## src/rtl/tictactoe_game_ctrl_if.sv

```systemverilog
// Move/checker/status bundle between the game controller and its surroundings.
// The master side presents moves and the checker's verdict; the slave side is the controller.
interface tictactoe_game_ctrl_if;
    logic       new_game;
    logic       move_valid;
    logic [3:0] move_pos;
    logic       chk_error;
    logic       chk_full;
    logic       chk_win_x;
    logic       chk_win_o;
    logic [8:0] x;
    logic [8:0] o;
    logic       turn;
    logic       move_ready;
    logic       move_ack;
    logic       move_reject;
    logic       game_over;
    logic [1:0] result;
    logic       timed_out;
    logic       err_flag;
    logic [3:0] move_cnt;

    modport master (
        output new_game, move_valid, move_pos, chk_error, chk_full, chk_win_x, chk_win_o,
        input  x, o, turn, move_ready, move_ack, move_reject, game_over, result,
               timed_out, err_flag, move_cnt
    );

    modport slave (
        input  new_game, move_valid, move_pos, chk_error, chk_full, chk_win_x, chk_win_o,
        output x, o, turn, move_ready, move_ack, move_reject, game_over, result,
               timed_out, err_flag, move_cnt
    );
endinterface

```

## src/rtl/tictactoe_game_ctrl.sv

```systemverilog
// Tic-tac-toe game controller: owns the X/O boards, alternates turns, enforces an
// optional per-move timeout and turns the external checker's verdict into DONE/ERR.
module tictactoe_game_ctrl #(
    parameter bit FIRST_O        = 1'b0,
    parameter int TIMEOUT_CYCLES = 0
) (
    input logic                  clk,
    input logic                  rst_n,
    tictactoe_game_ctrl_if.slave bus
);
    localparam int TW = (TIMEOUT_CYCLES > 0) ? $clog2(TIMEOUT_CYCLES + 1) : 1;
    localparam logic [TW-1:0] T_LAST = TW'((TIMEOUT_CYCLES > 0) ? TIMEOUT_CYCLES - 1 : 0);

    typedef enum logic [1:0] {PLAY, CHECK, DONE, ERR} state_t;

    state_t          state, state_d;
    logic [8:0]      x_q, x_d, o_q, o_d;
    logic            turn_q, turn_d;
    logic            ack_q, ack_d, rej_q, rej_d;
    logic [1:0]      result_q, result_d;
    logic            tmo_q, tmo_d;
    logic [3:0]      cnt_q, cnt_d;
    logic [TW-1:0]   timer_q, timer_d;
    logic [15:0]     occ;
    logic            legal;

    // Padded to 16 so any 4-bit position can index it; cells 9..15 read as free but are rejected by range.
    assign occ   = {7'b0, x_q | o_q};
    assign legal = bus.move_valid && (bus.move_pos <= 4'd8) && !occ[bus.move_pos];

    always_comb begin
        state_d  = state;
        x_d      = x_q;
        o_d      = o_q;
        turn_d   = turn_q;
        ack_d    = 1'b0;
        rej_d    = 1'b0;
        result_d = result_q;
        tmo_d    = tmo_q;
        cnt_d    = cnt_q;
        timer_d  = timer_q;
        if (bus.new_game) begin
            state_d  = PLAY;
            x_d      = '0;
            o_d      = '0;
            turn_d   = FIRST_O;
            result_d = 2'b00;
            tmo_d    = 1'b0;
            cnt_d    = '0;
            timer_d  = '0;
        end else begin
            case (state)
                PLAY: begin
                    if (legal) begin
                        if (turn_q) o_d = o_q | (9'b1 << bus.move_pos);
                        else        x_d = x_q | (9'b1 << bus.move_pos);
                        if (cnt_q != 4'd9) cnt_d = cnt_q + 4'd1;
                        ack_d   = 1'b1;
                        state_d = CHECK;
                    end else begin
                        rej_d = bus.move_valid;
                        // A legal move on the last allowed cycle takes precedence over the forfeit.
                        if (TIMEOUT_CYCLES > 0) begin
                            if (timer_q == T_LAST) begin
                                state_d  = DONE;
                                result_d = turn_q ? 2'b01 : 2'b10;
                                tmo_d    = 1'b1;
                            end else begin
                                timer_d = timer_q + 1'b1;
                            end
                        end
                    end
                end
                CHECK: begin
                    if (bus.chk_error) begin
                        state_d = ERR;
                    end else if (bus.chk_win_x) begin
                        state_d  = DONE;
                        result_d = 2'b01;
                    end else if (bus.chk_win_o) begin
                        state_d  = DONE;
                        result_d = 2'b10;
                    end else if (bus.chk_full) begin
                        state_d  = DONE;
                        result_d = 2'b11;
                    end else begin
                        state_d = PLAY;
                        turn_d  = ~turn_q;
                        timer_d = '0;
                    end
                end
                default: ;
            endcase
        end
    end

    always_ff @(posedge clk or negedge rst_n) begin
        if (!rst_n) begin
            state    <= PLAY;
            x_q      <= '0;
            o_q      <= '0;
            turn_q   <= FIRST_O;
            ack_q    <= 1'b0;
            rej_q    <= 1'b0;
            result_q <= 2'b00;
            tmo_q    <= 1'b0;
            cnt_q    <= '0;
            timer_q  <= '0;
        end else begin
            state    <= state_d;
            x_q      <= x_d;
            o_q      <= o_d;
            turn_q   <= turn_d;
            ack_q    <= ack_d;
            rej_q    <= rej_d;
            result_q <= result_d;
            tmo_q    <= tmo_d;
            cnt_q    <= cnt_d;
            timer_q  <= timer_d;
        end
    end

    assign bus.x           = x_q;
    assign bus.o           = o_q;
    assign bus.turn        = turn_q;
    assign bus.move_ready  = (state == PLAY);
    assign bus.move_ack    = ack_q;
    assign bus.move_reject = rej_q;
    assign bus.game_over   = (state == DONE);
    assign bus.result      = result_q;
    assign bus.timed_out   = tmo_q;
    assign bus.err_flag    = (state == ERR);
    assign bus.move_cnt    = cnt_q;
endmodule

```

## src/flat_wrapper.sv

```systemverilog
// flat-port wrapper written by rule: the top's interface ports become plain ports
module tictactoe_game_ctrl_flat 
#(
    parameter bit FIRST_O        = 1'b0,
    parameter int TIMEOUT_CYCLES = 0
)
  (clk, rst_n, bus_new_game, bus_move_valid, bus_move_pos, bus_chk_error, bus_chk_full, bus_chk_win_x, bus_chk_win_o, bus_x, bus_o, bus_turn, bus_move_ready, bus_move_ack, bus_move_reject, bus_game_over, bus_result, bus_timed_out, bus_err_flag, bus_move_cnt);
  tictactoe_game_ctrl_if bus_i ();
  input logic clk;
  input logic rst_n;
  input wire logic [$bits(bus_i.new_game)-1:0] bus_new_game;
  input wire logic [$bits(bus_i.move_valid)-1:0] bus_move_valid;
  input wire logic [$bits(bus_i.move_pos)-1:0] bus_move_pos;
  input wire logic [$bits(bus_i.chk_error)-1:0] bus_chk_error;
  input wire logic [$bits(bus_i.chk_full)-1:0] bus_chk_full;
  input wire logic [$bits(bus_i.chk_win_x)-1:0] bus_chk_win_x;
  input wire logic [$bits(bus_i.chk_win_o)-1:0] bus_chk_win_o;
  output wire logic [$bits(bus_i.x)-1:0] bus_x;
  output wire logic [$bits(bus_i.o)-1:0] bus_o;
  output wire logic [$bits(bus_i.turn)-1:0] bus_turn;
  output wire logic [$bits(bus_i.move_ready)-1:0] bus_move_ready;
  output wire logic [$bits(bus_i.move_ack)-1:0] bus_move_ack;
  output wire logic [$bits(bus_i.move_reject)-1:0] bus_move_reject;
  output wire logic [$bits(bus_i.game_over)-1:0] bus_game_over;
  output wire logic [$bits(bus_i.result)-1:0] bus_result;
  output wire logic [$bits(bus_i.timed_out)-1:0] bus_timed_out;
  output wire logic [$bits(bus_i.err_flag)-1:0] bus_err_flag;
  output wire logic [$bits(bus_i.move_cnt)-1:0] bus_move_cnt;
  assign bus_i.new_game = bus_new_game;
  assign bus_i.move_valid = bus_move_valid;
  assign bus_i.move_pos = bus_move_pos;
  assign bus_i.chk_error = bus_chk_error;
  assign bus_i.chk_full = bus_chk_full;
  assign bus_i.chk_win_x = bus_chk_win_x;
  assign bus_i.chk_win_o = bus_chk_win_o;
  assign bus_x = bus_i.x;
  assign bus_o = bus_i.o;
  assign bus_turn = bus_i.turn;
  assign bus_move_ready = bus_i.move_ready;
  assign bus_move_ack = bus_i.move_ack;
  assign bus_move_reject = bus_i.move_reject;
  assign bus_game_over = bus_i.game_over;
  assign bus_result = bus_i.result;
  assign bus_timed_out = bus_i.timed_out;
  assign bus_err_flag = bus_i.err_flag;
  assign bus_move_cnt = bus_i.move_cnt;
  tictactoe_game_ctrl #(.FIRST_O(FIRST_O), .TIMEOUT_CYCLES(TIMEOUT_CYCLES)) u_core (.clk(clk), .rst_n(rst_n), .bus(bus_i));
endmodule
```

## config.mk

```make
export PLATFORM = sky130hd
export DESIGN_NAME = tictactoe_game_ctrl_flat
export DESIGN_NICKNAME = d
export VERILOG_FILES = /design/src/rtl/tictactoe_game_ctrl_if.sv /design/src/rtl/tictactoe_game_ctrl.sv /design/src/flat_wrapper.sv
export SDC_FILE = /design/constraint.sdc
export NUM_CORES = 1
export LEC_CHECK = 0
export ABC_AREA = 0
export CAP_MARGIN = 15
export CORE_MARGIN = 2
export CORE_UTILIZATION = 48
export CTS_CLUSTER_SIZE = 20
export DETAILED_ROUTE_END_ITERATION = 10
export DONT_BUFFER_PORTS = 1
export GPL_TIMING_DRIVEN = 0
export PLACE_DENSITY_LB_ADDON = 0.3
export SYNTH_ARGS = -nofsm -noshare
export SYNTH_HDL_FRONTEND = slang
export SYNTH_SLANG_ARGS = --single-unit
```

## constraint.sdc

```tcl
create_clock -name clk -period 4.65 [get_ports clk]
set_clock_uncertainty 0.1 [all_clocks]
set_input_delay 0.465 -clock clk [delete_from_list [all_inputs] [get_ports clk]]
set_output_delay 0.465 -clock clk [all_outputs]
set_load 0.01 [all_outputs]
```

==> results of run 1 <==
## worst register-to-register path: cells and delay by family (launching register included)
family	cells	cell delay, ps
simple gates	3	790
flops	1	460
mux	1	340
compound gates	1	250
## kinds of logic after synthesis
kind of cell    count (synthesis)  share of synthesized area (%)
mux                             4                           2.94
simple gates                   60                           22.1
buf+inv                        27                           7.63
flops                          29                           48.7
compound gates                 32                           16.1
other cells                     1                          0.251
fa+ha+maj                       2                           1.68
xor+xnor                        1                          0.587
## through the flow
| step | hold WS [ps] | util, % | instance area (sq um) | worst slack [ps] | std cells |
|---|---|---|---|---|---|
| 2_1_floorplan | 69.4 | - | 1490 | 2540 | 156 |
| 3_3_place_gp | 70.1 | 51.0 | 1530 | 2470 | 189 |
| 3_5_place_dp | 70.2 | 51.0 | 1530 | 2460 | 189 |
| 4_1_cts | 120 | 53.9 | 1620 | 2600 | 198 |
| 5_1_grt | 125 | 53.9 | 1620 | 2390 | 198 |
| 6_report | 129 | 53.9 | 1620 | 2590 | 198 |
## routing by layer
layer  vias up  part of all wire (%)  GRT usage, %
met5         -                     0             0
li1        566                     -             -
met1       571                    40          20.5
met2        41                    51          34.8
met3         7                   7.0          7.36
met4         0                   1.4          8.25
## path summary, 6_finish.rpt
kind / start / end / slack (ps) / cells after the start
max in group asynchronous: rst_n / u_core.bus.o[8] / 3820 / 2
worst min-delay path: bus_chk_win_o / u_core.bus.result[0] / 130 / 1
worst max-delay path: u_core.state[1] / u_core.bus.move_cnt[2] / 2590 / 5
worst max register to register: u_core.state[1] / u_core.bus.move_cnt[2] / 2590 / 5
min in group asynchronous: rst_n / u_core.bus.move_ack / 470 / 2
worst min register to register: u_core.state[0] / u_core.bus.move_reject / 480 / 1
## state kept, by name, summed over array words and instances (netlist names)
register	count
u_core.bus.move_ack	1
u_core.bus.turn	1
u_core.bus.o	9
u_core.bus.x	9
u_core.bus.move_cnt	4
u_core.bus.result	2
u_core.bus.move_reject	1
u_core.state	2
## what timing repair did
item | in CTS | in global routing
setup endpoints to repair | 0 | 0
endpoints found under the hold margin | 29 | 0
hold buffers | 2 | 0
## layout make-up
cell class              instances  area [sq um]  share of cell area [%]
well taps                      33          41.3                    2.55
flip-flops and latches         29           726                    44.9
clock buffers                   7          55.1                    3.40
inverters                      21          78.8                    4.87
repair buffers                  2          30.0                    1.86
multi-input cells             100           652                    40.3
plain buffers                   6          35.0                    2.17
## power by group through the flow
stage	Combinational [uW]	Clock (uW)	Sequential, uW
floorplan	42.5	0	272
global placement	50.5	0	274
detailed placement	51.8	0	274
CTS	59.6	155	269
global route	66.4	165	270
finish	58.8	153	269
## synthesized netlist by cell type (all sizes together)
| master | count |
|---|---|
| a311oi | 4 |
| nor2b | 5 |
| a31o | 1 |
| nand3 | 6 |
| or3b | 1 |
| or3 | 1 |
| nand4 | 2 |
| nor3b | 3 |
| and2 | 2 |
| nor4 | 2 |
| nand2b | 3 |
| conb | 1 |
| nand2 | 7 |
| mux2 | 3 |
| ha | 2 |
| clkbuf | 3 |
| nor4b | 1 |
| inv | 21 |
| and3 | 2 |
| mux2i | 1 |
| dfrtp | 29 |
| a31oi | 2 |
| a21oi | 5 |
| nor3 | 5 |
| a22o | 1 |
| o21ai | 1 |
| buf | 3 |
| nand3b | 3 |
| or4 | 2 |
| nor2 | 15 |
| o32ai | 1 |
| o22ai | 16 |
| xor2 | 1 |
| o21a | 1 |
==> impl_metrics.tcl, run 1 <==
set metrics [dict create \
    status "finished, final reports clean" \
    drc_errors 0 \
    overflow 0 \
    synth_top_area_share_pct 48.7 \
    intPower_uw 352 \
    arrival_ps 2170 \
    ys_ff_latch 29 \
    initial_core_util_pct 49.7 \
    timing.final.crit_share_pct 44.3 \
    start_kind "register" \
    worst_path_largest_cell_delay_ps 500 \
    path_buf_inv 0 \
    pwr-share-comb_pct 12.2 \
    syn-cell-area_sq_um 1490 \
    p_leak_uw 0.000670 \
    synth.distinct_cells 40 \
    clk_latency_ps 330 \
    synthTopCellsByArea "dfrtp_1, o22ai_1, inv_1" \
    avgSynthCellArea_sq_um 9.56 \
    final_common_cell "dfrtp_1" \
    tightest_slew_ps 587 \
    die_height_um 59.7 \
    drt_iter0_markers 57 \
    ir_drop_uv 172 \
    portBuffers 0 \
    clock_path_buffers 2 \
    root_buffer "clkbuf_4" \
    dr.pass1.iters 4 \
    cts_buffers 5 \
    finalSetupViolations 0 \
    grt_max_degree 30 \
    min_period_ps 2060 \
    fp-row-count 20 \
    die_area_sq_um 3570 \
    yosys_warnings 0 \
    syn_to_final_growth_pct 8.47 \
    cts.sinks 29 \
    hp-class "input port to register" \
    postCtsSetupBuffers 0 \
    rsz0062_at_grt "false" \
    worstSetupPathType "register to register" \
    netSwitchingFraction_pct 26.7 \
    hold_viol 0 \
    core-area_sq_um 3000 \
    drive_gt1_share_pct 9.09 \
    wl_per_cell_um 16.4 \
    vias 1185 \
    synthCells 156 \
    antenna_left 0 \
    antenna_found_initial 0 \
    yosysTopAreaCell "dfrtp_1" \
    fillers 290 \
    final_cell_mix "dfrtp_1, inv_1, o22ai_1, nor2_1, nand2_1" \
    cts_max_level 2 \
    cp_cell_sequence "nor2_1, nand2_1, a31oi_1, nand4_1, mux2_1" \
    grt_pass1_vias 1168 \
    cpMaxStageDelayCell "nor2_1" \
    critPathMaxFanout 8 \
    wl_um 3260 \
    cp_top_family "simple AND/OR/NAND/NOR gates" \
    gp_congestion 0.863 \
    relSlewSlack_pct 60.7 \
    num_io_pins 43 \
    grt_first_pass_wirelength_um 5080 \
    p_total_uw 480 \
    path_clk_slew_ps 90 \
    dp_hpwl_um 2470 \
    power_density_nw_per_um2 297 \
    p_switching_uw 128 \
    cap_violations 0 \
    fmax_ghz 0.486 \
    track_usage_pct 19.6 \
    cp.required_ps 4760 \
    power_frac_seq_pct 56.0 \
    post_cts_resized 0 \
    nets 179 \
    clockPowerShare_pct 31.8 \
    cts_tree "yes" \
    seq_area_frac_synth_pct 48.7 \
    syn_nets 170 \
    antenna_cells 0 \
    cp-end-kind "register" \
    die_w_um 59.7 \
    viasPerCell 5.98 \
    fin_tns_setup_ps 0 \
    drv_slew 0 \
]
(Power assumes the default switching activity.)
==> run 2: changes to the inputs <==
Clock period 4.65 ns to 2.1 ns, I/O delays scaled along.
==> run 2 against run 1 <==
Against the previous run:
- count of clock-buffer cells in the layout unchanged
- register-to-register slack worse by 2500 ps
- final area rose by 4.7%
- sequential share of layout area decreased by 2.0 points
- power is 120% higher
- sequential power increased by 120%
- largest power group unchanged
==> impl_metrics.tcl, run 2 (synthesis gave the netlist of run 1 again) <==
set metrics [dict create \
    critPathMaxFanout 5 \
    cp-end-kind "register" \
    wl_per_cell_um 16.3 \
    rr_worst_depth 5 \
    antenna_found_initial 0 \
    dr.pass1.iters 4 \
    syn_to_final_growth_pct 13.6 \
    reg2reg_slack_ps 90 \
    root_buffer "clkbuf_4" \
    initial_core_util_pct 49.7 \
    wl_um 3330 \
    fillers 283 \
    r2r_start "u_core.bus.o[8]" \
    viasPerCell 6.04 \
    netSwitchingFraction_pct 26.4 \
    antenna_cells 0 \
    cts_tree "yes" \
    pwr-share-comb_pct 13.2 \
    power_frac_seq_pct 55.6 \
    clockPowerShare_pct 31.2 \
    rsz0062_at_grt "false" \
    cap_violations 0 \
    grt_pass1_vias 1197 \
    status "finished, final reports clean" \
    timing.final.crit_share_pct 95.6 \
    worstSetupPathType "register to register" \
    cts_max_level 2 \
    num_io_pins 43 \
    overflow 0 \
    core-area_sq_um 3000 \
    clock_path_buffers 2 \
    r2r_end "u_core.bus.move_cnt[2]" \
    fin_tns_setup_ps 0 \
    min_period_ps 2010 \
    drt_iter0_markers 36 \
    cp.required_ps 2210 \
    regArea_sq_um 726 \
    p_leak_uw 0.000698 \
    drv_slew 0 \
    drive_gt1_share_pct 11.1 \
    relSlewSlack_pct 65.7 \
    track_usage_pct 19.9 \
    postLayoutCoreUtil_pct 56.4 \
    p_switching_uw 284 \
    cts_buffers 5 \
    postCtsSetupBuffers 0 \
    hold_viol 0 \
    portBuffers 0 \
    die_height_um 59.7 \
    multi_input_comb_area_sq_um 668 \
    grt_max_degree 30 \
    arrival_ps 2120 \
    post_dp_cell_area_sq_um 1530 \
    whs_ps 25.0 \
    power_density_nw_per_um2 633 \
    die_w_um 59.7 \
    finalSetupViolations 0 \
    final_cells 204 \
    start_kind "register" \
    clk_latency_ps 330 \
    nets 185 \
    setup.worst_path.end "u_core.bus.move_cnt[2]" \
    grt_first_pass_wirelength_um 5170 \
    cp_cell_sequence "or4_4, o21a_1, a21oi_4, nand4_1, mux2_4" \
    cpMaxStageDelayCell "or4_4" \
    path_clk_slew_ps 90 \
    ir_drop_uv 379 \
    fmax_ghz 0.498 \
    dp_hpwl_um 2470 \
    hp-class "input port to register" \
    final_cell_mix "dfrtp_1, inv_1, o22ai_1, nor2_1" \
    cts.sinks 29 \
    fp-row-count 20 \
    finalInstanceArea_sq_um 1690 \
    final_common_cell "dfrtp_1" \
    tightest_slew_ps 513 \
    antenna_left 0 \
    drc_errors 0 \
    gp_congestion 0.863 \
    vias 1232 \
    cp-startpoint "u_core.bus.o[8]" \
    dpl.cell_count 189 \
    worst_path_largest_cell_delay_ps 500 \
    intPower_uw 789 \
    die_area_sq_um 3570 \
]
[run 2: per-stage QoR]
step	power (uW)	worst slack (ps)
6_report	1070	92.3
5_1_grt	1120	7.67
4_1_cts	1080	46.6
3_5_place_dp	722	66.5
3_3_place_gp	718	104
2_1_floorplan	696	205
[run 2: how the worst min path moves through the flow]
stage / start / end / slack, ps / cells after the start
finish: bus_chk_error / u_core.state[1] / 30 / 3
global route: bus_new_game / u_core.bus.move_ack / 30 / 2
CTS: bus_new_game / u_core.bus.move_cnt[0] / 20 / 2
detailed placement: rst_n / u_core.bus.x[0] / -180 / 0
global placement: rst_n / u_core.bus.o[2] / -180 / 0
floorplan: rst_n / u_core.bus.move_ack / -190 / 0
[run 2: repair_timing]
item	4_1_cts	5_1_grt
hold endpoints to repair	33	0
gates resized for setup	0	4
endpoints found under the setup margin	0	3
hold buffers	8	0
[run 2: per-layer routing]
layer / track usage, % / up-vias / routed length, um
met5: 0 / - / 0
met4: 8.25 / 0 / 48
met3: 6.71 / 7 / 221
met2: 35.1 / 35 / 1720
met1: 21.5 / 608 / 1340
li1: - / 582 / -
[run 2: power by group through the flow]
stage	registers, uW	logic (uW)	clock network [uW]
4_1_cts	596	141	344
3_5_place_dp	607	115	0
2_1_floorplan	602	94.2	0
6_report	596	142	334
5_1_grt	600	158	366
3_3_place_gp	606	112	0
[run 2: worst max-delay path, delay by kind of cell, from the launching register on]
| family | cells | cell delay (ps) |
|---|---|---|
| AO/OA/AOI/OAI | 2 | 380 |
| flip-flops | 1 | 440 |
| multiplexers | 1 | 330 |
| AND/OR/NAND/NOR | 2 | 640 |
[run 2: area by class of cell]
type,instances,area share (%)
inverter,21,4.65
clock buffer,7,3.25
sequential,29,42.8
multi-input combinational,100,39.4
tap,33,2.44
timing repair buffer,8,5.32
buffer,6,2.07
==> run 3: changes to the inputs <==
==> constraint.sdc (replaced) <==
create_clock -name clk -period 2.1 [get_ports clk]
set_clock_uncertainty 0.1 [all_clocks]
set_input_delay 0.315 -clock clk [delete_from_list [all_inputs] [get_ports clk]]
set_output_delay 0.315 -clock clk [all_outputs]
set_load 0.01 [all_outputs]
==> run 3 against run 2 <==
Against the previous run:
- first-iteration DRC count grew 75%
- core utilization down 1.7 points
- sequential power barely moved
- setup slack better by 4.9 ps
- fmax grew 0.25%
- flip-flop and latch count did not move
- final cell count is 1.5% lower
==> impl_metrics.tcl, run 3 (synthesis gave the netlist of run 1 again) <==
set metrics [dict create \
    root_buffer "clkbuf_4" \
    cts_buffers 5 \
    initial_core_util_pct 49.7 \
    grtUsageMet2_pct 34.9 \
    grt_pass1_vias 1176 \
    r2r_start "u_core.bus.o[8]" \
    r2r_end "u_core.bus.move_cnt[2]" \
    fmax_ghz 0.499 \
    hold_viol 0 \
    power_density_nw_per_um2 650 \
    portBuffers 0 \
    nets 182 \
    hold_end "u_core.bus.move_reject" \
    worst_path_largest_cell_delay_ps 500 \
    die_area_sq_um 3570 \
    wl_per_cell_um 16.5 \
    grt-busiest-layer "met2" \
    worstSetupPathType "register to register" \
    rr_worst_depth 5 \
    cap_violations 0 \
    core-area_sq_um 3000 \
    hp-class "input port to register" \
    grt_max_degree 30 \
    drc_errors 0 \
    min_path_cells 2 \
    arrival_ps 2110 \
    clk_latency_ps 330 \
    cp_cell_sequence "or4_4, o21a_1, a21oi_4, nand4_1, mux2_1" \
    die_w_um 59.7 \
    drt_iter0_markers 63 \
    cts.sinks 29 \
    path_clk_slew_ps 80 \
    min_from "bus_move_valid" \
    cts_tree "yes" \
    vias 1205 \
    use_met3_pct 7.36 \
    cp.required_ps 2210 \
    path_buf_inv 0 \
    clock_path_buffers 2 \
    fin_tns_setup_ps 0 \
    dp_hpwl_um 2470 \
    antenna_cells 0 \
    ir_drop_uv 381 \
    min_period_ps 2000 \
    critPathMaxFanout 5 \
    cts_max_level 2 \
    final_common_cell "dfrtp_1" \
    track_usage_pct 19.6 \
    num_io_pins 43 \
    p_leak_uw 0.000681 \
    finalSetupViolations 0 \
    final_cell_mix "dfrtp_1, inv_1, o22ai_1, nor2_1, nand2_1" \
    relSlewSlack_pct 65.6 \
    grt_first_pass_wirelength_um 5090 \
    fillers 291 \
    viasPerCell 6.00 \
    dpl.cell_count 189 \
    reg2reg_slack_ps 100 \
    timing.final.crit_share_pct 95.4 \
    drive_gt1_share_pct 10.7 \
    cp_top_family "simple AND/OR/NAND/NOR gates" \
    start_kind "register" \
    status "finished, final reports clean" \
    fp-row-count 20 \
    drv_slew 0 \
    die_height_um 59.7 \
    dr.pass1.iters 4 \
    antenna_left 0 \
    gp_congestion 0.863 \
    overflow 0 \
    cpMaxStageDelayCell "or4_4" \
    wl_um 3310 \
    final_cells 201 \
    grtUsageMet1_pct 20.5 \
    syn_to_final_growth_pct 10.2 \
    cp-end-kind "register" \
    antenna_found_initial 0 \
    tightest_slew_ps 514 \
]
[run 3: timing repair]
| action | 4_1_cts | 5_1_grt |
|---|---|---|
| setup buffers | 0 | 2 |
| endpoints found under the hold margin | 30 | 0 |
| gates resized for setup | 0 | 2 |
| endpoints found under the setup margin | 0 | 3 |
| hold buffers | 3 | 0 |
[run 3: final cells by class]
type / count / area [sq um] / area share (%)
plain buffers: 6 / 35.0 / 2.13
clock buffers: 7 / 55.1 / 3.35
inverters: 21 / 78.8 / 4.80
multi-input cells: 100 / 654 / 39.8
flip-flops and latches: 29 / 726 / 44.2
well taps: 33 / 41.3 / 2.51
repair buffers: 5 / 52.6 / 3.20
[run 3: through the flow]
step	hold slack [ps]	power, uW	setup slack [ps]	utilization, %	instance area (sq um)
final	56.1	1070	97.3	54.7	1640
after global routing	63.9	1120	-0.165	54.7	1640
after CTS	49.3	1070	46.6	54.2	1630
after detailed placement	-79.8	722	59.4	51.0	1530
after global placement	-79.9	718	65.3	51.0	1530
after floorplan	-80.6	696	144	-	1490
[run 3: how the worst max path moves through the flow]
stage                     cells past startpoint                     end       startpoint  slack (ps)
after floorplan                               6  u_core.bus.move_cnt[2]  bus_move_pos[1]         140
after global placement                        6  u_core.bus.move_cnt[2]  bus_move_pos[1]          70
after detailed placement                      6  u_core.bus.move_cnt[1]  bus_move_pos[1]          60
after CTS                                     5  u_core.bus.move_cnt[2]  u_core.state[1]          50
after global routing                          6     u_core.bus.move_ack  u_core.bus.x[2]        -0.2
final                                         5  u_core.bus.move_cnt[2]  u_core.bus.o[8]         100
[run 3: where the power goes]
group | switching [uW] | total, uW | internal [uW]
clock network | 178 | 336 | 158
logic | 81.2 | 135 | 53.8
registers | 24.2 | 596 | 572
total | 284 | 1070 | 784
[run 3: layer usage]
| metal | vias up | routed length, um |
|---|---|---|
| met1 | 576 | 1310 |
| li1 | 575 | - |
| met3 | 7 | 279 |
| met4 | 0 | 49 |
| met2 | 47 | 1670 |
| met5 | - | 0 |
